--- config.mk ---
export PLATFORM = sky130hd
export DESIGN_NAME = mem_loader_flat
export DESIGN_NICKNAME = d
export VERILOG_FILES = /design/src/rtl/sap_pkg.sv /design/src/rtl/mem_loader_if.sv /design/src/rtl/mem_write_strobe.sv /design/src/rtl/mem_loader.sv /design/src/flat_wrapper.sv
export SDC_FILE = /design/constraint.sdc
export NUM_CORES = 1
export LEC_CHECK = 0
export ABC_CLOCK_PERIOD_IN_PS = 2600
export CAP_MARGIN = 40
export CORE_MARGIN = 2
export CORE_UTILIZATION = 33
export CTS_CLUSTER_DIAMETER = 50
export DETAILED_ROUTE_END_ITERATION = 7
export GPL_ROUTABILITY_DRIVEN = 0
export GPL_TIMING_DRIVEN = 1
export SLEW_MARGIN = 10
export SYNTH_ARGS = -nofsm -noshare
export SYNTH_HDL_FRONTEND = slang
export SYNTH_SLANG_ARGS = --single-unit
--- constraint.sdc ---
create_clock -name clk -period 2.6 [get_ports clk]
set_input_delay 0.26 -clock clk [delete_from_list [all_inputs] [get_ports clk]]
set_output_delay 0.26 -clock clk [all_outputs]
set_load 0.005 [all_outputs]
--- src/rtl/sap_pkg.sv ---
// Shared types and constants for the program/data RAM loader.
// Contents: RAM geometry constants, loader counter widths, loader state enum.
package sap_pkg;

    localparam int unsigned RAM_ADDR_W = 4;
    localparam int unsigned RAM_DATA_W = 8;
    localparam int unsigned RAM_DEPTH  = 16;
    localparam int unsigned LEN_W      = 5;   // byte count 0..RAM_DEPTH
    localparam int unsigned WE_CNT_W   = 3;   // write-pulse counter, WE_CYCLES 1..7

    typedef enum logic [2:0] {
        ST_IDLE,
        ST_WAIT_BYTE,
        ST_SETUP,
        ST_WRITE,
        ST_HOLD,
        ST_VERIFY,
        ST_FINISH
    } mem_loader_state_t;

endpackage

--- src/rtl/mem_loader_if.sv ---
// Byte-stream and RAM-bus bundle between the loader, its byte source and the RAM.
// master: loader side (drives in_ready and the RAM bus, samples stream and read data).
// slave : source/RAM side (drives in_data, in_valid, mem_read_data).
interface mem_loader_if;
    import sap_pkg::*;

    logic [RAM_DATA_W-1:0] in_data;
    logic                  in_valid;
    logic                  in_ready;
    logic [RAM_ADDR_W-1:0] mem_address;
    logic [RAM_DATA_W-1:0] mem_data;
    logic                  mem_write_enable;
    logic                  mem_enable;
    logic [RAM_DATA_W-1:0] mem_read_data;

    modport master (
        input  in_data, in_valid, mem_read_data,
        output in_ready, mem_address, mem_data, mem_write_enable, mem_enable
    );

    modport slave (
        output in_data, in_valid, mem_read_data,
        input  in_ready, mem_address, mem_data, mem_write_enable, mem_enable
    );

endinterface

--- src/rtl/mem_write_strobe.sv ---
// Write-strobe phaser: after a go pulse, one setup cycle, WE_CYCLES cycles of
// we_n low, then release. phase_done is high during the last low cycle.
// Ports: clk, reset_n (sync, active-low), clear (sync cancel), go -> we_n, phase_done.
module mem_write_strobe
    import sap_pkg::*;
#(
    parameter int unsigned WE_CYCLES = 2
) (
    input  logic clk,
    input  logic reset_n,
    input  logic clear,
    input  logic go,
    output logic we_n,
    output logic phase_done
);

    logic                pending;
    logic [WE_CNT_W-1:0] cnt;

    // pending marks the setup cycle; cnt counts the remaining low cycles
    always_ff @(posedge clk) begin
        if (!reset_n || clear) begin
            pending    <= 1'b0;
            we_n       <= 1'b1;
            cnt        <= '0;
            phase_done <= 1'b0;
        end else begin
            pending <= go;
            if (pending) begin
                we_n       <= 1'b0;
                cnt        <= WE_CNT_W'(WE_CYCLES - 1);
                phase_done <= (WE_CYCLES == 1);
            end else if (!we_n) begin
                if (phase_done) begin
                    we_n       <= 1'b1;
                    phase_done <= 1'b0;
                end else begin
                    cnt        <= cnt - WE_CNT_W'(1);
                    phase_done <= (cnt == WE_CNT_W'(1));
                end
            end
        end
    end

endmodule

--- src/rtl/mem_loader.sv ---
// Loads a byte stream into consecutive RAM addresses with setup/pulse/hold
// write phasing and optional per-byte read-back verification.
// Ports: clk, reset_n (sync, active-low), start/start_addr/length begin a load,
// abort cancels it, bus (stream + RAM bus), busy, done pulse, sticky error, err_addr.
module mem_loader
    import sap_pkg::*;
#(
    parameter int unsigned WE_CYCLES = 2,
    parameter bit          VERIFY    = 1'b1
) (
    input  logic                  clk,
    input  logic                  reset_n,
    input  logic                  start,
    input  logic [RAM_ADDR_W-1:0] start_addr,
    input  logic [LEN_W-1:0]      length,
    input  logic                  abort,
    mem_loader_if.master          bus,
    output logic                  busy,
    output logic                  done,
    output logic                  error,
    output logic [RAM_ADDR_W-1:0] err_addr
);

    mem_loader_state_t state, state_next;
    logic [LEN_W-1:0]  count;
    logic              we_n;
    logic              phase_done;
    logic              abort_c;
    logic              start_c;
    logic              accept_c;
    logic              verify_c;
    logic              advance_c;
    logic              last_c;

    mem_write_strobe #(.WE_CYCLES(WE_CYCLES)) u_strobe (
        .clk        (clk),
        .reset_n    (reset_n),
        .clear      (abort_c),
        .go         (accept_c),
        .we_n       (we_n),
        .phase_done (phase_done)
    );

    assign bus.mem_write_enable = we_n;

    // State register
    always_ff @(posedge clk) begin
        if (!reset_n) state <= ST_IDLE;
        else          state <= state_next;
    end

    // Next state and per-cycle actions; abort overrides everything
    always_comb begin
        state_next = state;
        abort_c    = abort && (state != ST_IDLE);
        start_c    = 1'b0;
        accept_c   = 1'b0;
        verify_c   = 1'b0;
        advance_c  = 1'b0;
        last_c     = (count == LEN_W'(1));
        unique case (state)
            ST_IDLE: begin
                if (start) begin
                    start_c    = 1'b1;
                    state_next = (length == '0) ? ST_FINISH : ST_WAIT_BYTE;
                end
            end
            ST_WAIT_BYTE: begin
                if (bus.in_valid && bus.in_ready) begin
                    accept_c   = 1'b1;
                    state_next = ST_SETUP;
                end
            end
            ST_SETUP: state_next = ST_WRITE;
            ST_WRITE: begin
                if (phase_done) state_next = ST_HOLD;
            end
            ST_HOLD: begin
                if (VERIFY) begin
                    state_next = ST_VERIFY;
                end else begin
                    advance_c  = 1'b1;
                    state_next = last_c ? ST_FINISH : ST_WAIT_BYTE;
                end
            end
            ST_VERIFY: begin
                verify_c   = 1'b1;
                advance_c  = 1'b1;
                state_next = last_c ? ST_FINISH : ST_WAIT_BYTE;
            end
            ST_FINISH: state_next = ST_IDLE;
            default:   state_next = ST_IDLE;
        endcase
        if (abort_c) begin
            state_next = ST_IDLE;
            accept_c   = 1'b0;
            verify_c   = 1'b0;
            advance_c  = 1'b0;
        end
    end

    // Registered outputs, address/count, data latch and verify result
    always_ff @(posedge clk) begin
        if (!reset_n) begin
            bus.in_ready    <= 1'b0;
            bus.mem_address <= '0;
            bus.mem_data    <= '0;
            bus.mem_enable  <= 1'b1;
            count           <= '0;
            busy            <= 1'b0;
            done            <= 1'b0;
            error           <= 1'b0;
            err_addr        <= '0;
        end else begin
            bus.in_ready   <= (state_next == ST_WAIT_BYTE);
            bus.mem_enable <= (state_next != ST_VERIFY);
            busy           <= (state_next != ST_IDLE);
            done           <= (state_next == ST_FINISH);
            if (start_c) begin
                error <= 1'b0;
                if (length != '0) begin
                    bus.mem_address <= start_addr;
                    count           <= length;
                end
            end
            if (accept_c) bus.mem_data <= bus.in_data;
            // only the first mismatch of a load records its address
            if (verify_c && (bus.mem_read_data != bus.mem_data) && !error) begin
                error    <= 1'b1;
                err_addr <= bus.mem_address;
            end
            if (advance_c) begin
                count           <= count - LEN_W'(1);
                bus.mem_address <= bus.mem_address + RAM_ADDR_W'(1);
            end
        end
    end

endmodule

--- src/flat_wrapper.sv ---
// flat-port wrapper written by rule: the top's interface ports become plain ports
module mem_loader_flat import sap_pkg::*;
#(
    parameter int unsigned WE_CYCLES = 2,
    parameter bit          VERIFY    = 1'b1
)
  (clk, reset_n, start, start_addr, length, abort, busy, done, error, err_addr, bus_in_data, bus_in_valid, bus_mem_read_data, bus_in_ready, bus_mem_address, bus_mem_data, bus_mem_write_enable, bus_mem_enable);
  mem_loader_if bus_i ();
  input  logic clk;
  input  logic reset_n;
  input  logic start;
  input  logic [RAM_ADDR_W-1:0] start_addr;
  input  logic [LEN_W-1:0] length;
  input  logic abort;
  output logic busy;
  output logic done;
  output logic error;
  output logic [RAM_ADDR_W-1:0] err_addr;
  input wire logic [$bits(bus_i.in_data)-1:0] bus_in_data;
  input wire logic [$bits(bus_i.in_valid)-1:0] bus_in_valid;
  input wire logic [$bits(bus_i.mem_read_data)-1:0] bus_mem_read_data;
  output wire logic [$bits(bus_i.in_ready)-1:0] bus_in_ready;
  output wire logic [$bits(bus_i.mem_address)-1:0] bus_mem_address;
  output wire logic [$bits(bus_i.mem_data)-1:0] bus_mem_data;
  output wire logic [$bits(bus_i.mem_write_enable)-1:0] bus_mem_write_enable;
  output wire logic [$bits(bus_i.mem_enable)-1:0] bus_mem_enable;
  assign bus_i.in_data = bus_in_data;
  assign bus_i.in_valid = bus_in_valid;
  assign bus_i.mem_read_data = bus_mem_read_data;
  assign bus_in_ready = bus_i.in_ready;
  assign bus_mem_address = bus_i.mem_address;
  assign bus_mem_data = bus_i.mem_data;
  assign bus_mem_write_enable = bus_i.mem_write_enable;
  assign bus_mem_enable = bus_i.mem_enable;
  mem_loader #(.WE_CYCLES(WE_CYCLES), .VERIFY(VERIFY)) u_core (.clk(clk), .reset_n(reset_n), .start(start), .start_addr(start_addr), .length(length), .abort(abort), .bus(bus_i), .busy(busy), .done(done), .error(error), .err_addr(err_addr));
endmodule
### Word-level counts from Yosys, hierarchy flattened

Index checks and enable logic that the tools add are counted.
Widths: inputs -> output; s select.

* bitwise logic cells: 2
* eq/ne operators: 13
* reduce and logical (&&, ||, !) cells: 19
* $add $sub $neg: 3
* muxes and demuxes: 29

Operators with widths (count)
* $mux 3: 6
* $pmux 3 s6: 1
* $mux 1: 16
* $mux 5: 3
* $mux 4: 3
* $eq 3x1->1 const B: 3
* $eq 3x3->1 const B: 3
* $ne 8x8->1: 1
* $eq 3x2->1 const B: 2
* $reduce_and 2->1: 3
* $reduce_bool 2->1: 3
* $reduce_bool 3->1: 2
* $eq 5x1->1 const B: 1
* $logic_not 5->1: 1
* $reduce_bool 5->1: 1
* $sub 5x1->5 const B: 1
* $add 4x1->4 const B: 1
* $logic_and 1x1->1: 4
* $ne 2x1->1 const B: 2
* $logic_not 3->1: 1
* $ne 3x3->1 const B: 1
* $sub 3x1->3 const B: 1
* $logic_not 1->1: 2
* $not 1->1: 2
* other kinds (2): 2

* output and inout bits: 22
* bits in registers: 35

### Logic depth before layout (Yosys ltp)

Gate-level depths: netlist of run 1.

* depth in word-level cells: 6
* depth in mapped cells: 6
* depth with buffers taken out: 6

### Cells and area by module

From an unflattened synthesis of run 1, not the netlist that was laid out.

* cells, all modules: 194
* area, all modules: 1778.0 um^2

By module, submodules not included
* mem_loader: seq. area each 580.6 um^2, instances 1, cells each 166, area an instance 1500.2 um^2
* mem_write_strobe: seq. area each 120.1 um^2, instances 1, cells each 28, area an instance 277.8 um^2

### Worst setup path before layout of run 1

Ideal clock, no wire load.

* kind: register to register
* from: register u_core.count[0]
* to: register u_core.bus.mem_enable
* required time: 2.480 ns
* buffers on the path: 0
* setup slack: 0.869 ns
* stages on the path, launching flop included: 6
* arrival: 1.611 ns
* library setup time: 0.120 ns
* cell sequence: dfxtp_1 > ha_1 > or4b_1 > o211ai_1 > o211ai_2 > a211o_1

* word-level cells in the longest chain between the ends: 5

RTL lines
* from (decl): line mem_loader.sv:25 `logic [LEN_W-1:0] count;`
* from (signal assigned): line mem_loader.sv:123 `count <= length;`
* from (signal assigned): line mem_loader.sv:133 `count <= count - LEN_W'(1);`
* $eq 5x1->1: line mem_loader.sv:60 `last_c = (count == LEN_W'(1));`
* $mux 3: line mem_loader.sv:89 `state_next = last_c ? ST_FINISH : ST_WAIT_BYTE;`
* $pmux 3 s6: line mem_loader.sv:61 `unique case (state)`
* $mux 3: line mem_loader.sv:94 `if (abort_c) begin`
* $ne 3x3->1: line mem_loader.sv:116 `bus.mem_enable <= (state_next != ST_VERIFY);`
* to (signal assigned): line mem_loader.sv:116
* to (decl): line mem_loader_if.sv:18 `output in_ready, mem_address, mem_data, mem_write_enable, mem_enable`

Every way passes these cells.
A chain may end at the register's enable or synchronous reset.

### Final worst setup path of run 1

Ends and elaborated chain as after synthesis.

==> results of run 1 <==
## final cells by class
cell class | count | area [µm²] | area share [%]
clock buffers | 6 | 82.6 | 3.32
well taps | 70 | 87.6 | 3.53
inverters | 7 | 26.3 | 1.06
clock inverters | 2 | 35.0 | 1.41
flip-flops and latches | 35 | 701 | 28.2
multi-input cells | 146 | 1020 | 41.0
repair buffers | 54 | 533 | 21.5
## worst max-delay path: stages, from the launching register on
cell,delay [ps]
dfxtp_1,420
ha_1,170
or4b_1,510
o211ai_1,280
o211ai_2,130
a211o_1,300
## worst paths after layout
kind                      endpoint  slack, ps  depth (start not counted)
max          u_core.bus.mem_enable        680                          5
min             u_core.err_addr[3]        460                          2
max reg2reg  u_core.bus.mem_enable        680                          5
min reg2reg     u_core.err_addr[3]        460                          2
## Yosys cell counts, types with 2 or more instances
cell / instances / area share (%)
a211oi_1: 2 / 0.84
a21oi_1: 11 / 3.1
a31oi_1: 3 / 1.0
buf_4: 3 / 1.3
clkbuf_1: 3 / 0.63
dfxtp_1: 35 / 39
ha_1: 5 / 3.5
inv_1: 7 / 1.5
mux2i_1: 12 / 6.7
nand2_1: 25 / 5.2
nand3_1: 8 / 2.2
nand4b_1: 2 / 0.98
nor2_1: 17 / 3.6
nor3_1: 3 / 0.84
nor4_1: 3 / 1.0
o211ai_1: 2 / 0.84
o21a_1: 4 / 1.7
o21ai_0: 3 / 0.84
o31ai_1: 3 / 1.3
or3_2: 2 / 0.84
or4b_1: 2 / 1.1
xor2_1: 11 / 5.4
## cells by family after synthesis
kind of cell | synth area share [%]
flip-flops | 39.0
multiplexers | 6.69
adder cells (fa/ha/maj) | 3.48
buffers and inverters | 4.25
AND/OR/NAND/NOR | 24.1
XOR/XNOR | 5.85
AO/OA/AOI/OAI | 16.6
## stage by stage
step | instance area (µm²) | std cells
floorplan | 1800 | 196
global placement | 2370 | 312
detailed placement | 2370 | 312
CTS | 2480 | 320
global route | 2480 | 320
finish | 2480 | 320
## registers in the layout, summed over array words and instances (netlist names), 3 cells and up
name and cells:
u_core.bus.mem_address 4, u_core.u_strobe.cnt 3, u_core.bus.mem_data 8, u_core.count 5, u_core.err_addr 4, u_core.state 3
## metal layers
layer  GRT usage (%)  up-vias  share of wire, %  wire length, µm
li1                -      812                 -                -
met3            5.12        6               7.0              287
met5               0        -                 0                0
met2            23.0       50                42             1720
met4            4.29        0               1.1               46
met1            18.2      698                50             2040
## where the power goes
part           total (mW)  switching, mW  internal, mW  leakage [nW]
clock               0.506          0.196         0.310        0.0612
combinational       0.207         0.0891         0.117         0.642
sequential          0.589         0.0302         0.559         0.284
==> reports/qor.yml, run 1 <==
final_layout:
  mostFrequentLayoutCells: "clkdlybuf4s50_1 (51), dfxtp_1 (35), nand2_1 (25)"
  drive_gt1_share_pct: 9.20
  fillers: 502
  layout_commonest_cell: "clkdlybuf4s50_1"
  areaGrowthSynthToFinish_pct: 38.3
  diodes: 0
  fin_util_pct: 48.0
  nets: 284
sta:
  worst_pin_slew_ps: 570
  max_freq_mhz: 520
  fin_ws_ps: 678
  drv_slew: 0
  finalCriticalPeriod_ps: 1920
  rsz0062_at_grt: "false"
  final_hold_viol_count: 0
  finalCritPeriodShare_pct: 73.9
  slew-limit-headroom_pct: 62.0
  clock_skew_ps: 6.24
  setup_viol: 0
  finalSetupTns_ps: 0
  hold_slack_ps: 459
flow_run:
  maxCapViolations: 0
pwr:
  power_mw: 1.30
  p_leak_nw: 0.987
  powerDensity_mw_per_mm2: 524
  vdd_drop_max_mv: 0.223
floorplanning:
  start_util_pct: 34.7
  die_area_mm2: 0.00605
  die_h_um: 77.8
  coreArea_mm2: 0.00517
  rows: 26
  io_pins: 52
  die_x_um: 77.8
logic_synthesis:
  yosysWarnings: 0
  synth_seq_cells: 35
  synthCells: 196
  syn_avg_cell_area_um2: 9.16
  ys.flop_type: "dfxtp_1"
  syn_nets: 231
  synth_cell_type_count: 52
  synthArstFlopShare_pct: 0
  synth_seq_area_share_pct: 39.0
  synth_edf_count: 0
  syn_area_mm2: 0.00180
detailed_routing:
  post-route-drc-count: 0
  drt_pre_antenna_iters: 4
  wire_per_inst_um: 12.8
  drtIter0Drc: 46
  finalWirelength_um: 4090
  avgViaCountPerCell: 4.89
  antenna_left: 0
  vias: 1566
global_routing:
  antenna_found_initial: 0
  grt_pass1_wl_um: 7020
  grt_max_degree: 17
  grt_pass1_vias: 1527
  grt_use_total_pct: 14.4
  gr-total-overflow: 0
hold_path:
  hp-start: "u_core.err_addr[3]"
  hold_path_class: "flip-flop to flip-flop"
placed_design:
  place_ws_ps: 416
  port_buffers: 51
  hpwl_um: 3000
clocking:
  ctsHoldBuffers: 0
  clkSinkCount: 35
  numCtsBuffers: 5
  cts_tree: "yes"
  root_buffer: "clkbuf_8"
  cts_max_level: 2
  clockBufferDepth: 2
  clk_pin_slew_ps: 70
  cts_resized: 0
  post_cts_buffers: 0
  clk_latency_ps: 280
run_status:
  status: "complete, no violations"
critical_path:
  required_ps: 2780
  start_kind: "flip-flop"
  startpoint: "u_core.count[0]"
  crit_type: "flip-flop to flip-flop"
  r2r-start: "u_core.count[0]"
  end_kind: "flip-flop"
  arrival_ps: 2100
  crit_fanout: 6
Power figures use the tool's default switching activity.
==> run 2, diff against run 1 <==
--- a/config.mk
+++ b/config.mk
@@ -5,7 +5,7 @@
 export SDC_FILE = /design/constraint.sdc
 export NUM_CORES = 1
 export LEC_CHECK = 0
-export ABC_CLOCK_PERIOD_IN_PS = 2600
+export ABC_CLOCK_PERIOD_IN_PS = 1970
 export CAP_MARGIN = 40
 export CORE_MARGIN = 2
 export CORE_UTILIZATION = 33
==> constraint.sdc (replaced) <==
create_clock -name clk -period 1.97 [get_ports clk]
set_input_delay 0.197 -clock clk [delete_from_list [all_inputs] [get_ports clk]]
set_output_delay 0.197 -clock clk [all_outputs]
set_load 0.005 [all_outputs]
==> run 2 against run 1 <==
Global-route usage is 0.26 points higher; die area stayed put; power is 34% higher; setup slack worse by 570 ps; sequential power is 32% higher.
==> reports/qor.yml, run 2 (synthesized netlist as in run 1, its figures left out) <==
pwr:
  clkPwrFrac_pct: 38.3
  seqPwrFrac_pct: 44.6
  power_mw: 1.74
  p_leak_nw: 1.03
  power.switching_mw: 0.425
  vdd_drop_max_mv: 0.305
  swShare_pct: 24.4
  combPwrFrac_pct: 17.1
  powerDensity_mw_per_mm2: 681
  p_int_mw: 1.32
critical_path:
  crit_type: "flip-flop to flip-flop"
  start_kind: "flip-flop"
  cp_slowest_stage_delay_ps: 620
  arrival_ps: 2040
  crit_fanout: 14
  crit_path_top_delay_cell: "dfxtp_1"
  required_ps: 2140
  end_kind: "flip-flop"
  path_cells: "a21bo_2, a21oi_1, or3_2, o311a_1"
run_status:
  status: "complete, no violations"
final_layout:
  largest_register_ffs: 8
  final_area_mm2: 0.00256
  layout_commonest_cell: "clkdlybuf4s50_1"
  nets: 294
  mostFrequentLayoutCells: "clkdlybuf4s50_1 (51), dfxtp_1 (35), nand2_1 (25)"
  regMostFlops: "u_core.bus.mem_data"
  diodes: 0
  reg_top3: "u_core.bus.mem_data (8), u_core.count (5)"
  areaGrowthSynthToFinish_pct: 42.5
  drive_gt1_share_pct: 12.7
clocking:
  post_cts_buffers: 0
  clkSinkCount: 35
  root_buffer: "clkbuf_8"
  ctsHoldBuffers: 0
  numCtsBuffers: 5
  clockBufferDepth: 2
  clk_latency_ps: 280
  cts_tree: "yes"
  cts_max_level: 2
  cts_resized: 0
  clk_pin_slew_ps: 70
sta:
  setup_viol: 0
  clock_skew_ps: 4.97
  finalCritPeriodShare_pct: 94.6
  finalSetupTns_ps: 0
  slew-limit-headroom_pct: 61.1
  rsz0062_at_grt: "false"
  final_hold_viol_count: 0
  finalCriticalPeriod_ps: 1860
  fin_ws_ps: 106
  worst_pin_slew_ps: 583
  max_freq_mhz: 537
  drv_slew: 0
flow_run:
  maxCapViolations: 0
global_routing:
  grtUsageMet1_pct: 19.1
  grt_max_degree: 17
  antenna_found_initial: 0
  met3_usage_pct: 4.53
  grt_pass1_vias: 1540
  gr-total-overflow: 0
  grt_use_total_pct: 14.7
  grtUsageMet2_pct: 22.6
  grt_busiest_layer: "met2"
  grt_pass1_wl_um: 7160
placed_design:
  place_area_mm2: 0.00244
  port_buffers: 51
  hpwl_um: 3200
  place_ws_ps: -83.4
detailed_routing:
  post-route-drc-count: 0
  drt_pre_antenna_iters: 7
  vias: 1635
  antenna_left: 0
  wire_per_inst_um: 13.1
  drtIter0Drc: 59
  avgViaCountPerCell: 4.95
  finalWirelength_um: 4310
floorplanning:
  rows: 26
  die_x_um: 77.8
  die_area_mm2: 0.00605
  coreArea_mm2: 0.00517
  io_pins: 52
  die_h_um: 77.8
  start_util_pct: 34.7
hold_path:
  hold_path_class: "flip-flop to flip-flop"
run 2: changes by cell type in the layout (fill, tap and decap cells not counted):
cell,previous run,this run
buf_4,3,13
run 2: layout make-up:
type | instances | area, µm²
multi-input combinational | 146 | 1020
inverter | 7 | 26.3
timing repair buffer | 64 | 608
clock inverter | 2 | 35.0
sequential | 35 | 701
fill | 491 | 2610
clock buffer | 6 | 82.6
tap | 70 | 87.6
run 2: worst max-delay path, delay by kind of cell, from the launching register on:
| kind | cells | cell delay, ps |
|---|---|---|
| flops | 1 | 620 |
| simple gates | 1 | 520 |
| compound gates | 3 | 620 |
run 2: through the flow:
step	utilization, %	instances	hold slack [ps]
3_5_place_dp	47.2	322	449
4_1_cts	49.5	330	460
2_1_floorplan	-	196	341
3_3_place_gp	47.2	322	443
5_1_grt	49.5	330	500
6_report	49.5	330	454
run 2: final timing paths:
path | endpoint | startpoint | slack (ps) | cells after the start
hold reg to reg | u_core.err_addr[3] | u_core.err_addr[3] | 450 | 2
setup / recovery | u_core.busy | u_core.state[0] | 110 | 4
hold / removal | u_core.err_addr[3] | u_core.err_addr[3] | 450 | 2
setup reg to reg | u_core.busy | u_core.state[0] | 110 | 4
run 2: power by group through the flow:
| stage | combinational [mW] | sequential, mW | clock, mW |
|---|---|---|---|
| 2_1_floorplan | 0.157 | 0.781 | 0 |
| 3_3_place_gp | 0.296 | 0.792 | 0 |
| 3_5_place_dp | 0.297 | 0.793 | 0 |
| 4_1_cts | 0.299 | 0.777 | 0.686 |
| 5_1_grt | 0.328 | 0.782 | 0.713 |
| 6_report | 0.298 | 0.777 | 0.668 |
run 2: per-layer routing:
layer,share of wire [%],up-vias
met3,6.6,7
met2,42,57
met5,0,-
met1,50,742
li1,-,829
met4,1.4,0
